[src/rtl/run_ctrl_pkg.sv]
// run_ctrl shared types and defaults.
// State encoding for the run FSM and the default halt address.
package run_ctrl_pkg;

    typedef enum logic [2:0] {
        S_IDLE    = 3'd0,
        S_RESET   = 3'd1,
        S_RUN     = 3'd2,
        S_STEP    = 3'd3,
        S_PAUSE   = 3'd4,
        S_DONE    = 3'd5,
        S_TIMEOUT = 3'd6
    } state_t;

    localparam logic [31:0] DEF_HALT_ADDR = 32'h0000_00FC;

endpackage

[src/rtl/run_ctrl_if.sv]
// Board-facing control and status bundle of the run controller.
// master = board/debugger side, slave = run_ctrl.
interface run_ctrl_if #(
    parameter int PC_WIDTH  = 32,
    parameter int CNT_WIDTH = 16,
    parameter int NUM_BP    = 2
);
    logic                       start;
    logic                       step;
    logic                       resume;
    logic [CNT_WIDTH-1:0]       max_cycles;
    logic [NUM_BP*PC_WIDTH-1:0] bp_addr;
    logic [NUM_BP-1:0]          bp_en;
    logic [CNT_WIDTH-1:0]       cycle_count;
    logic [NUM_BP-1:0]          bp_hit;
    logic [PC_WIDTH-1:0]        halt_pc;
    logic                       done;
    logic                       timeout;
    logic                       paused;

    modport master (
        output start, step, resume, max_cycles, bp_addr, bp_en,
        input  cycle_count, bp_hit, halt_pc, done, timeout, paused
    );

    modport slave (
        input  start, step, resume, max_cycles, bp_addr, bp_en,
        output cycle_count, bp_hit, halt_pc, done, timeout, paused
    );
endinterface

[src/rtl/run_ctrl_bp_match.sv]
// Breakpoint comparators: one enabled equality compare per slot.
// Produces the per-slot hit vector and its OR.
module bp_match
    import run_ctrl_pkg::*;
#(
    parameter int PC_WIDTH = 32,
    parameter int NUM_BP   = 2
) (
    input  logic [PC_WIDTH-1:0]        pc,
    input  logic [NUM_BP*PC_WIDTH-1:0] addr,
    input  logic [NUM_BP-1:0]          en,
    output logic [NUM_BP-1:0]          hit,
    output logic                       any
);

    // Parallel slot compares against the current PC.
    always_comb begin
        hit = '0;
        for (int i = 0; i < NUM_BP; i++) begin
            hit[i] = en[i] && (addr[i*PC_WIDTH +: PC_WIDTH] == pc);
        end
        any = |hit;
    end

endmodule

[src/rtl/run_ctrl.sv]
// Run controller for the single-cycle MIPS core.
// Gates the core clock enable and reset; breakpoints, step, pause, limits.
module run_ctrl
    import run_ctrl_pkg::*;
#(
    parameter int          PC_WIDTH   = 32,
    parameter int          CNT_WIDTH  = 16,
    parameter int          NUM_BP     = 2,
    parameter logic [31:0] HALT_ADDR  = DEF_HALT_ADDR,
    parameter int          RST_CYCLES = 2
) (
    input  logic                clk,
    input  logic                reset,
    input  logic [PC_WIDTH-1:0] pc,
    output logic                cpu_en,
    output logic                cpu_reset,
    run_ctrl_if.slave           ctl
);

    localparam int RW = $clog2(RST_CYCLES + 1);
    localparam logic [RW-1:0] RST_LAST = RW'(RST_CYCLES - 1);

    state_t                state;
    state_t                state_nx;
    logic [RW-1:0]         rst_cnt;
    logic [CNT_WIDTH-1:0]  cnt;
    logic [NUM_BP-1:0]     hit;
    logic [NUM_BP-1:0]     hit_vec;
    logic [PC_WIDTH-1:0]   stop_pc;
    logic                  hit_any;
    logic                  skip_bp;
    logic                  halt_c;
    logic                  to_c;
    logic                  bp_c;
    logic                  active;
    logic                  accept;

    bp_match #(
        .PC_WIDTH (PC_WIDTH),
        .NUM_BP   (NUM_BP)
    ) u_bp (
        .pc   (pc),
        .addr (ctl.bp_addr),
        .en   (ctl.bp_en),
        .hit  (hit_vec),
        .any  (hit_any)
    );

    // Stop conditions and the core enable; a stop PC is never executed.
    always_comb begin
        halt_c = (pc == PC_WIDTH'(HALT_ADDR));
        to_c   = (ctl.max_cycles != '0) && (cnt == ctl.max_cycles);
        bp_c   = hit_any && !skip_bp;
        active = (state == S_RUN) || (state == S_STEP);
        cpu_en = active && !(halt_c || to_c || bp_c);
        accept = ctl.start && ((state == S_IDLE) || (state == S_PAUSE) ||
                               (state == S_DONE) || (state == S_TIMEOUT));
    end

    // Next-state logic; start wins over resume/step while paused.
    always_comb begin
        state_nx = state;
        unique case (state)
            S_IDLE: if (ctl.start) state_nx = S_RESET;
            S_RESET: if (rst_cnt == RST_LAST) state_nx = S_RUN;
            S_RUN: begin
                if (halt_c)    state_nx = S_DONE;
                else if (to_c) state_nx = S_TIMEOUT;
                else if (bp_c) state_nx = S_PAUSE;
            end
            S_STEP: begin
                if (halt_c)    state_nx = S_DONE;
                else if (to_c) state_nx = S_TIMEOUT;
                else           state_nx = S_PAUSE;
            end
            S_PAUSE: begin
                if (ctl.start)       state_nx = S_RESET;
                else if (ctl.resume) state_nx = S_RUN;
                else if (ctl.step)   state_nx = S_STEP;
            end
            S_DONE, S_TIMEOUT: if (ctl.start) state_nx = S_RESET;
            default: state_nx = S_IDLE;
        endcase
    end

    // State, reset-length counter, cycle counter and stop latches.
    always_ff @(posedge clk) begin
        if (reset) begin
            state   <= S_IDLE;
            rst_cnt <= '0;
            cnt     <= '0;
            hit     <= '0;
            stop_pc <= '0;
            skip_bp <= 1'b0;
        end else begin
            state <= state_nx;
            if (state == S_RESET) rst_cnt <= rst_cnt + RW'(1);
            else                  rst_cnt <= '0;
            if (accept) begin
                cnt     <= '0;
                hit     <= '0;
                stop_pc <= '0;
                skip_bp <= 1'b0;
            end else begin
                if (cpu_en) begin
                    if (cnt != '1) cnt <= cnt + CNT_WIDTH'(1);
                    skip_bp <= 1'b0;
                end
                if (active && !cpu_en) stop_pc <= pc;
                if (state == S_RUN && !halt_c && !to_c && bp_c) hit <= hit_vec;
                if (state == S_STEP) hit <= '0;
                if (state == S_PAUSE && (ctl.resume || ctl.step)) skip_bp <= 1'b1;
            end
        end
    end

    assign cpu_reset       = (state == S_RESET);
    assign ctl.cycle_count = cnt;
    assign ctl.bp_hit      = hit;
    assign ctl.halt_pc     = stop_pc;
    assign ctl.done        = (state == S_DONE);
    assign ctl.timeout     = (state == S_TIMEOUT);
    assign ctl.paused      = (state == S_PAUSE);

endmodule

[src/flat_wrapper.sv]
// flat-port wrapper written by rule: the top's interface ports become plain ports
module run_ctrl_flat import run_ctrl_pkg::*;
#(
    parameter int          PC_WIDTH   = 32,
    parameter int          CNT_WIDTH  = 16,
    parameter int          NUM_BP     = 2,
    parameter logic [31:0] HALT_ADDR  = DEF_HALT_ADDR,
    parameter int          RST_CYCLES = 2
)
  (clk, reset, pc, cpu_en, cpu_reset, ctl_start, ctl_step, ctl_resume, ctl_max_cycles, ctl_bp_addr, ctl_bp_en, ctl_cycle_count, ctl_bp_hit, ctl_halt_pc, ctl_done, ctl_timeout, ctl_paused);
  run_ctrl_if #(.PC_WIDTH(PC_WIDTH), .CNT_WIDTH(CNT_WIDTH), .NUM_BP(NUM_BP)) ctl_i ();
  input  logic clk;
  input  logic reset;
  input  logic [PC_WIDTH-1:0] pc;
  output logic cpu_en;
  output logic cpu_reset;
  input wire logic [$bits(ctl_i.start)-1:0] ctl_start;
  input wire logic [$bits(ctl_i.step)-1:0] ctl_step;
  input wire logic [$bits(ctl_i.resume)-1:0] ctl_resume;
  input wire logic [$bits(ctl_i.max_cycles)-1:0] ctl_max_cycles;
  input wire logic [$bits(ctl_i.bp_addr)-1:0] ctl_bp_addr;
  input wire logic [$bits(ctl_i.bp_en)-1:0] ctl_bp_en;
  output wire logic [$bits(ctl_i.cycle_count)-1:0] ctl_cycle_count;
  output wire logic [$bits(ctl_i.bp_hit)-1:0] ctl_bp_hit;
  output wire logic [$bits(ctl_i.halt_pc)-1:0] ctl_halt_pc;
  output wire logic [$bits(ctl_i.done)-1:0] ctl_done;
  output wire logic [$bits(ctl_i.timeout)-1:0] ctl_timeout;
  output wire logic [$bits(ctl_i.paused)-1:0] ctl_paused;
  assign ctl_i.start = ctl_start;
  assign ctl_i.step = ctl_step;
  assign ctl_i.resume = ctl_resume;
  assign ctl_i.max_cycles = ctl_max_cycles;
  assign ctl_i.bp_addr = ctl_bp_addr;
  assign ctl_i.bp_en = ctl_bp_en;
  assign ctl_cycle_count = ctl_i.cycle_count;
  assign ctl_bp_hit = ctl_i.bp_hit;
  assign ctl_halt_pc = ctl_i.halt_pc;
  assign ctl_done = ctl_i.done;
  assign ctl_timeout = ctl_i.timeout;
  assign ctl_paused = ctl_i.paused;
  run_ctrl #(.PC_WIDTH(PC_WIDTH), .CNT_WIDTH(CNT_WIDTH), .NUM_BP(NUM_BP), .HALT_ADDR(HALT_ADDR), .RST_CYCLES(RST_CYCLES)) u_core (.clk(clk), .reset(reset), .pc(pc), .cpu_en(cpu_en), .cpu_reset(cpu_reset), .ctl(ctl_i));
endmodule
[config.mk]
export PLATFORM = sky130hd
export DESIGN_NAME = run_ctrl_flat
export DESIGN_NICKNAME = d
export VERILOG_FILES = /design/src/rtl/run_ctrl_pkg.sv /design/src/rtl/run_ctrl_if.sv /design/src/rtl/run_ctrl_bp_match.sv /design/src/rtl/run_ctrl.sv /design/src/flat_wrapper.sv
export SDC_FILE = /design/constraint.sdc
export NUM_CORES = 1
export LEC_CHECK = 0
export ABC_AREA = 1
export CAP_MARGIN = 40
export CORE_ASPECT_RATIO = 1.5
export CORE_UTILIZATION = 43
export CTS_CLUSTER_DIAMETER = 50
export DETAILED_ROUTE_END_ITERATION = 7
export MAX_ROUTING_LAYER = met4
export PLACE_DENSITY = 0.92
export SLEW_MARGIN = 20
export SYNTH_ARGS = -nofsm -noshare
export SYNTH_HDL_FRONTEND = slang
export SYNTH_SLANG_ARGS = --single-unit
[constraint.sdc]
create_clock -name clk -period 2.17 [get_ports clk]
set_input_delay 0.3255 -clock clk [delete_from_list [all_inputs] [get_ports clk]]
set_output_delay 0.3255 -clock clk [all_outputs]
set_load 0.005 [all_outputs]
-- Word-level counts from Yosys, hierarchy flattened
Index checks and enable logic that the tools add are counted.
- divide/modulo/power cells: 0
- $add $sub $neg: 2
- equality and inequality tests: 16
- multiplexer cells: 13
- shift operators: 0
- reduce and logical (&&, ||, !) cells: 33
- order comparisons: 0
- multipliers: 0
- bitwise gates (word level): 1
- operators with widths (kind ; number):
    equality test 32 bit ; 2
    equality test 32 x 8 -> 1 bit, second input constant ; 1
    two-way mux 3 bit ; 9
    adder 16 x 1 -> 16 bit, second input constant ; 1
    equality test 16 bit ; 1
    inequality test 16 bit, second input constant ; 1
    nonzero test 16 bit ; 1
    one-hot mux 3 bit (5 select lines) ; 1
    logical AND 1 bit ; 11
    equality test 3 bit, second input constant ; 3
    logical OR 1 bit ; 7
    equality test 3 x 2 -> 1 bit, second input constant ; 2
    OR reduction 2 bit ; 3
    OR reduction 3 bit ; 2
    logical NOT 1 bit ; 5
    inequality test 2 x 1 -> 1 bit, second input constant ; 2
    inequality test 4 x 1 -> 1 bit, second input constant ; 1
    inequality test 4 bit, second input constant ; 1
    AND reduction 4 bit ; 1
    equality test 3 x 1 -> 1 bit, second input constant ; 1
    logical NOT 3 bit ; 1
    adder 2 x 1 -> 2 bit, second input constant ; 1
    equality test 2 x 1 -> 1 bit, second input constant ; 1
    two-way mux 1 bit ; 2
    other kinds (4) ; 4
- register bits: 56
- bits in read-only memories: 0
- bits of input ports: 119
- bits in writable memories: 0
- output and inout port bits: 55
- memories kept: 0
- latch bits: 0

-- Logic depth before layout (Yosys ltp)
- depth after elaboration: 9
- gate-level depth with buffers: 17
- depth with buffers taken out: 16

-- Cells and area by module
From an unflattened synthesis, not the netlist that was laid out.
- cells, all modules: 775
- area, all modules: 4408.0 um2
- by module, submodules not included (module ; area an instance (um2) ; times used ; sequential area each (um2) ; cells an instance):
    run_ctrl ; 3229.3 ; 1 ; 1121.1 ; 501
    bp_match ; 1178.6 ; 1 ; 0.0 ; 274

-- Least setup slack after synthesis
No wires, ideal clock.
- path kind: reg-to-reg
- from: register u_core.cnt[1], in the netlist u_core.ctl.cycle_count[1]
- to: register u_core.cnt[3], in the netlist u_core.ctl.cycle_count[3]
- stages on the path, launching flop included: 12
- clock period less this slack: 1.793 ns
- arrival: 1.678 ns
- setup slack: 0.377 ns
- setup time: 0.115 ns
- data required time: 2.055 ns
- cell sequence: dfxtp_1 ha_1 nand3_2 nor2_4 nand4_2 nor3_4 nand3_2 nand4_2 buf_6 nor2_1 nor2_1 nor2_1
- longest elaborated chain between the ends: 7
- elaborated cells between the ends (all ways): 9
- those cells by class: 1 x add/sub; 2 x eq/ne; 6 x reduce/logical
- RTL lines (item ; RTL line ; text):
    from (decl) ; run_ctrl.sv:26 ; logic [CNT_WIDTH-1:0] cnt;
    from (signal assigned) ; run_ctrl.sv:106 ; if (cnt != '1) cnt <= cnt + CNT_WIDTH'(1);
    branches (longest 7 deep; another with adder 16 x 1 -> 16 bit) ; n/a ;
Several ways; the timed one is not identified.
A chain may end at the register's enable or synchronous reset.

-- Worst setup path in the final report
- from: input port ctl_bp_addr[27]
- to: output port cpu_en
- longest elaborated chain between the ends: 7
- RTL lines (item ; RTL line ; text):
    from (decl) ; flat_wrapper.sv:21 ; input wire logic [$bits(ctl_i.bp_addr)-1:0] ctl_bp_addr;
    equality test 32 bit ; run_ctrl_bp_match.sv:20 ; hit[i] = en[i] && (addr[i*PC_WIDTH +: PC_WIDTH] == pc);
    logical AND 1 bit ; run_ctrl_bp_match.sv:20 ;
    OR reduction 2 bit ; run_ctrl_bp_match.sv:22 ; any = |hit;
    logical AND 1 bit ; run_ctrl.sv:53 ; bp_c = hit_any && !skip_bp;
    logical OR 1 bit ; run_ctrl.sv:55 ; cpu_en = active && !(halt_c || to_c || bp_c);
    logical NOT 1 bit ; run_ctrl.sv:55 ;
    logical AND 1 bit ; run_ctrl.sv:55 ;
    to (decl) ; flat_wrapper.sv:15 ; output logic cpu_en;
No other way between the ends.

==> summary.txt <==
Placement
  – PortBufs: approximately 170
  – HPWL Detailed: around 10,000 um
  – Worst slack, placed: -0.532 ns
  – GPL Wtd Cong: between 0.8 and 0.9

STA
  – Fmax: 464 MHz
  – RSZ-0062 raised after global routing: true
  – Final setup viols: 0
  – Final hold viol count: 0
  – Final setup TNS: 0 ns
  – Worst-margin pin slew: about 0.38 ns
  – Final worst slack: between 0.01 and 0.015 ns
  – Min Tclk post-route: 2.16 ns
  – Worst rel slew slack: 0.745
  – Worst hold slack: ~0.42 ns
  – Final Skew: 0.00750 ns
  – Slew Viols, Final: 0
  – Tcrit/Tclk final: 0.994

Pwr
  – Worst VDD drop: between 300 and 400 uV
  – Pwr/cell area: about 520 nW/um^2
  – Sw frac: 0.349
  – Power, Total: 3.39 mW
  – Cell-internal power: ~2.2 mW
  – Seq pwr share: 0.333
  – P_leak: about 3.1 nW
  – Psw: about 1.2 mW
  – Part of the power in the clock network: 0.274
  – Combinational Power Share: 0.393

Routing
  – Vias: between 4k and 5k
  – DR iter-0 viols: between 200 and 250
  – Drt pass-1 iters: 4
  – DR vias/cell: ~5
  – Remaining antenna violation count after routing: 0
  – Drt total wl: roughly 13,000 um
  – # DRC: 0
  – Routed len/inst: between 10 and 15 um

Global route
  – GRT Total Usage: 0.282
  – Gr ovfl total: 0
  – First-pass GRT wire length: just over 20,000 um
  – Vias in the first global route: about 4.7k
  – Largest net degree at the start of global routing: 21
  – Initial antenna violation count: 0

Synth
  – Post-Syn Instances: about 630
  – FFs w/ async S/R, synth: 0
  – Avg Inst Size Synth: between 6 and 7 um^2
  – Sequential fraction of the synthesis area: 0.284
  – EDFF count, synth: 0
  – Flops & latches, synth: 56
  – Synth cell types: 38
  – Net Count, Synth: ~750
  – Synth warn: 0
  – Cell Area, Synth: 3950 um^2
  – Top FF cell, synth: dfxtp_1

Floorplanning
  – Die W: 80.3 um
  – Row count: 42
  – Chip Height: 119 um
  – Die area: 9590 um^2
  – Top Ports: roughly 170
  – Core Box Area: between 8000 and 9000 um^2
  – Initial core utilization: 0.445

Layout
  – Layout cells sized above 1: 0.154
  – Final net count: roughly 980
  – Area Overhead vs Synth: 65.4%
  – N_diodes: 0
  – Finished Core Util: 0.736

Setup path
  – Worst setup path category: input port to primary output
  – Crit path cell chain: clkdlybuf4s50_1 > nand2_1 > o21ai_1 > nor2_1 > nand3_1 > nor2_2 > nand3_2 > nand2_2 > nand2_4 > nand2_4 > nor2_4 > buf_2
  – Worst Setup Start Kind: input port
  – CP endpoint kind: primary output
  – CP bufs+invs: 2
  – CP Data Arrival Time: roughly 1.8 ns
  – Most used cell, CP: nand2_4
  – CP top delay family: simple AND/OR/NAND/NOR gates
  – Max stage delay on crit path: about 0.46 ns
  – CP max stage cell: clkdlybuf4s50_1
  – Worst endpoint required time: roughly 1.8 ns
  – CP max FO: 3

Clock network
  – CTS tree: built
  – H-Tree Depth: 2
  – CTS Buffer Depth: 2
  – Cts bufs inserted: 5
  – Clk_lat worst skew: around 0.3 ns
  – Count of hold-fix buffers inserted at cts: 0
  – Clock Pin Slew Worst Setup and Hold Paths: roughly 0.070 ns
  – Num Clock Sinks: 56
  – Clk root buf: clkbuf_16

Worst hold path
  – Worst min-delay path category: input port to flop

Status
  – Status: finished, final reports clean

Flow run
  – Max-Cap Viols: 0
[synth_stat cells (2+ instances only)]
master	instances	area (um^2)
inv_1	75	282
buf_2	5	25.0
nand3_1	18	90.1
dfxtp_1	56	1120
clkinv_1	4	15.0
o21bai_1	2	15.0
nand4_2	3	37.5
ha_1	2	25.0
nand3_2	3	30.0
nor4_1	4	25.0
nor2_1	129	484
nand2_1	137	514
nor2_4	2	22.5
xnor2_1	36	315
nand4_1	15	93.8
a21oi_2	2	17.5
o21ai_0	28	140
inv_2	6	22.5
buf_6	7	78.8
a21oi_1	18	90.1
or2_1	3	18.8
o21ai_1	29	145
nor2_2	5	31.3
xor2_1	15	131
nor3_1	11	55.1
clkbuf_1	3	11.3
nand2_4	3	33.8
[placed cells by master, fill, tap and decap left out, types with 11 or more instances in the layout]
| cell type | n |
|---|---|
| nor2_2 | 11 |
| clkdlybuf4s50_1 | 92 |
| nor2_1 | 120 |
| nand4_1 | 15 |
| a21oi_1 | 18 |
| dfxtp_1 | 54 |
| xor2_1 | 15 |
| nand3_1 | 14 |
| xnor2_1 | 34 |
| buf_4 | 61 |
| inv_1 | 68 |
| inv_2 | 13 |
| dlymetal6s2s_1 | 31 |
| nand2_1 | 137 |
| o21ai_0 | 19 |
| o21ai_1 | 38 |
| dlygate4sd2_1 | 46 |
[power by group through the flow]
| stage | Sequential (mW) | Combinational, mW | Clock (mW) |
|---|---|---|---|
| finish | 1.13 | 1.33 | 0.931 |
| global route | 1.14 | 1.46 | 0.980 |
| CTS | 1.13 | 1.31 | 0.936 |
| detailed placement | 1.15 | 1.31 | 0 |
| global placement | 1.15 | 1.28 | 0 |
| floorplan | 1.14 | 0.727 | 0 |
[sequential cells by signal, summed over array words and instances, names as in the netlist]
name / cells
u_core.ctl.bp_hit: 2
u_core.ctl.cycle_count: 16
u_core.ctl.halt_pc: 32
u_core.rst_cnt: 2
u_core.skip_bp: 1
u_core.state: 3
[logic make-up (layout without fill, tap and decap cells)]
| kind of cell | after synthesis | count (layout) | share of synthesized area |
|---|---|---|---|
| and+or+nand+nor | 336 | 336 | 0.371 |
| AOI/OAI and AO/OA | 84 | 84 | 0.112 |
| adders and majority gates | 2 | 2 | 0.00633 |
| buffers and inverters | 103 | 332 | 0.115 |
| xor gates and xnor gates | 51 | 51 | 0.113 |
| DFF | 56 | 56 | 0.284 |
[cell type report]
type                    count  area (um^2)
clock buffers               6          129
clock inverters             2         35.0
fillers                   705         2340
inverters                  86          325
multi-input cells         473         2510
flip-flops and latches     56         1120
well taps                 110          138
repair buffers            238         2270
[path summary, 6_finish.rpt]
check                                          startpoint  depth (start not counted)  slack (ns)                   endpoint
worst min register to register          u_core.rst_cnt[0]                          1        0.44          u_core.rst_cnt[0]
worst max register to register  u_core.ctl.cycle_count[0]                         11        0.20  u_core.ctl.cycle_count[3]
worst max-delay path                      ctl_bp_addr[27]                         12        0.01                     cpu_en
worst min-delay path                               pc[25]                          3        0.42     u_core.ctl.halt_pc[25]
[routing by layer]
metal / share of wire / vias to the layer above / routed length (um) / track usage
li1: - / 2431 / - / -
met1: 0.35 / 2145 / 4670 / 0.258
met2: 0.57 / 179 / 7560 / 0.554
met3: 0.044 / 38 / 586 / 0.0398
met4: 0.035 / 0 / 466 / 0.121
met5: 0 / - / 0 / -
[repair_timing]
item,CTS,global route
buffers inserted,6,1
pin swaps,33,55
setup endpoints to repair,15,13
resized for setup,72,64
[per-stage QoR]
step                cells  area [um^2]
global route          971         6540
global placement      956         6180
floorplan             632         3950
detailed placement    956         6180
finish                971         6540
CTS                   970         6390
[worst reg2reg max path, cell delays in order (launching register included)]
cell and delay [ns]:
dfxtp_2 0.37, ha_1 0.21, nand3_2 0.13, nor2_4 0.14, nand4_2 0.15, nor3_4 0.23, nand3_2 0.14, nand4_2 0.14
buf_12 0.16, nor2_1 0.06, nor2_1 0.09, nor2_1 0.05
No activity file was read; power rests on OpenSTA's default activity.
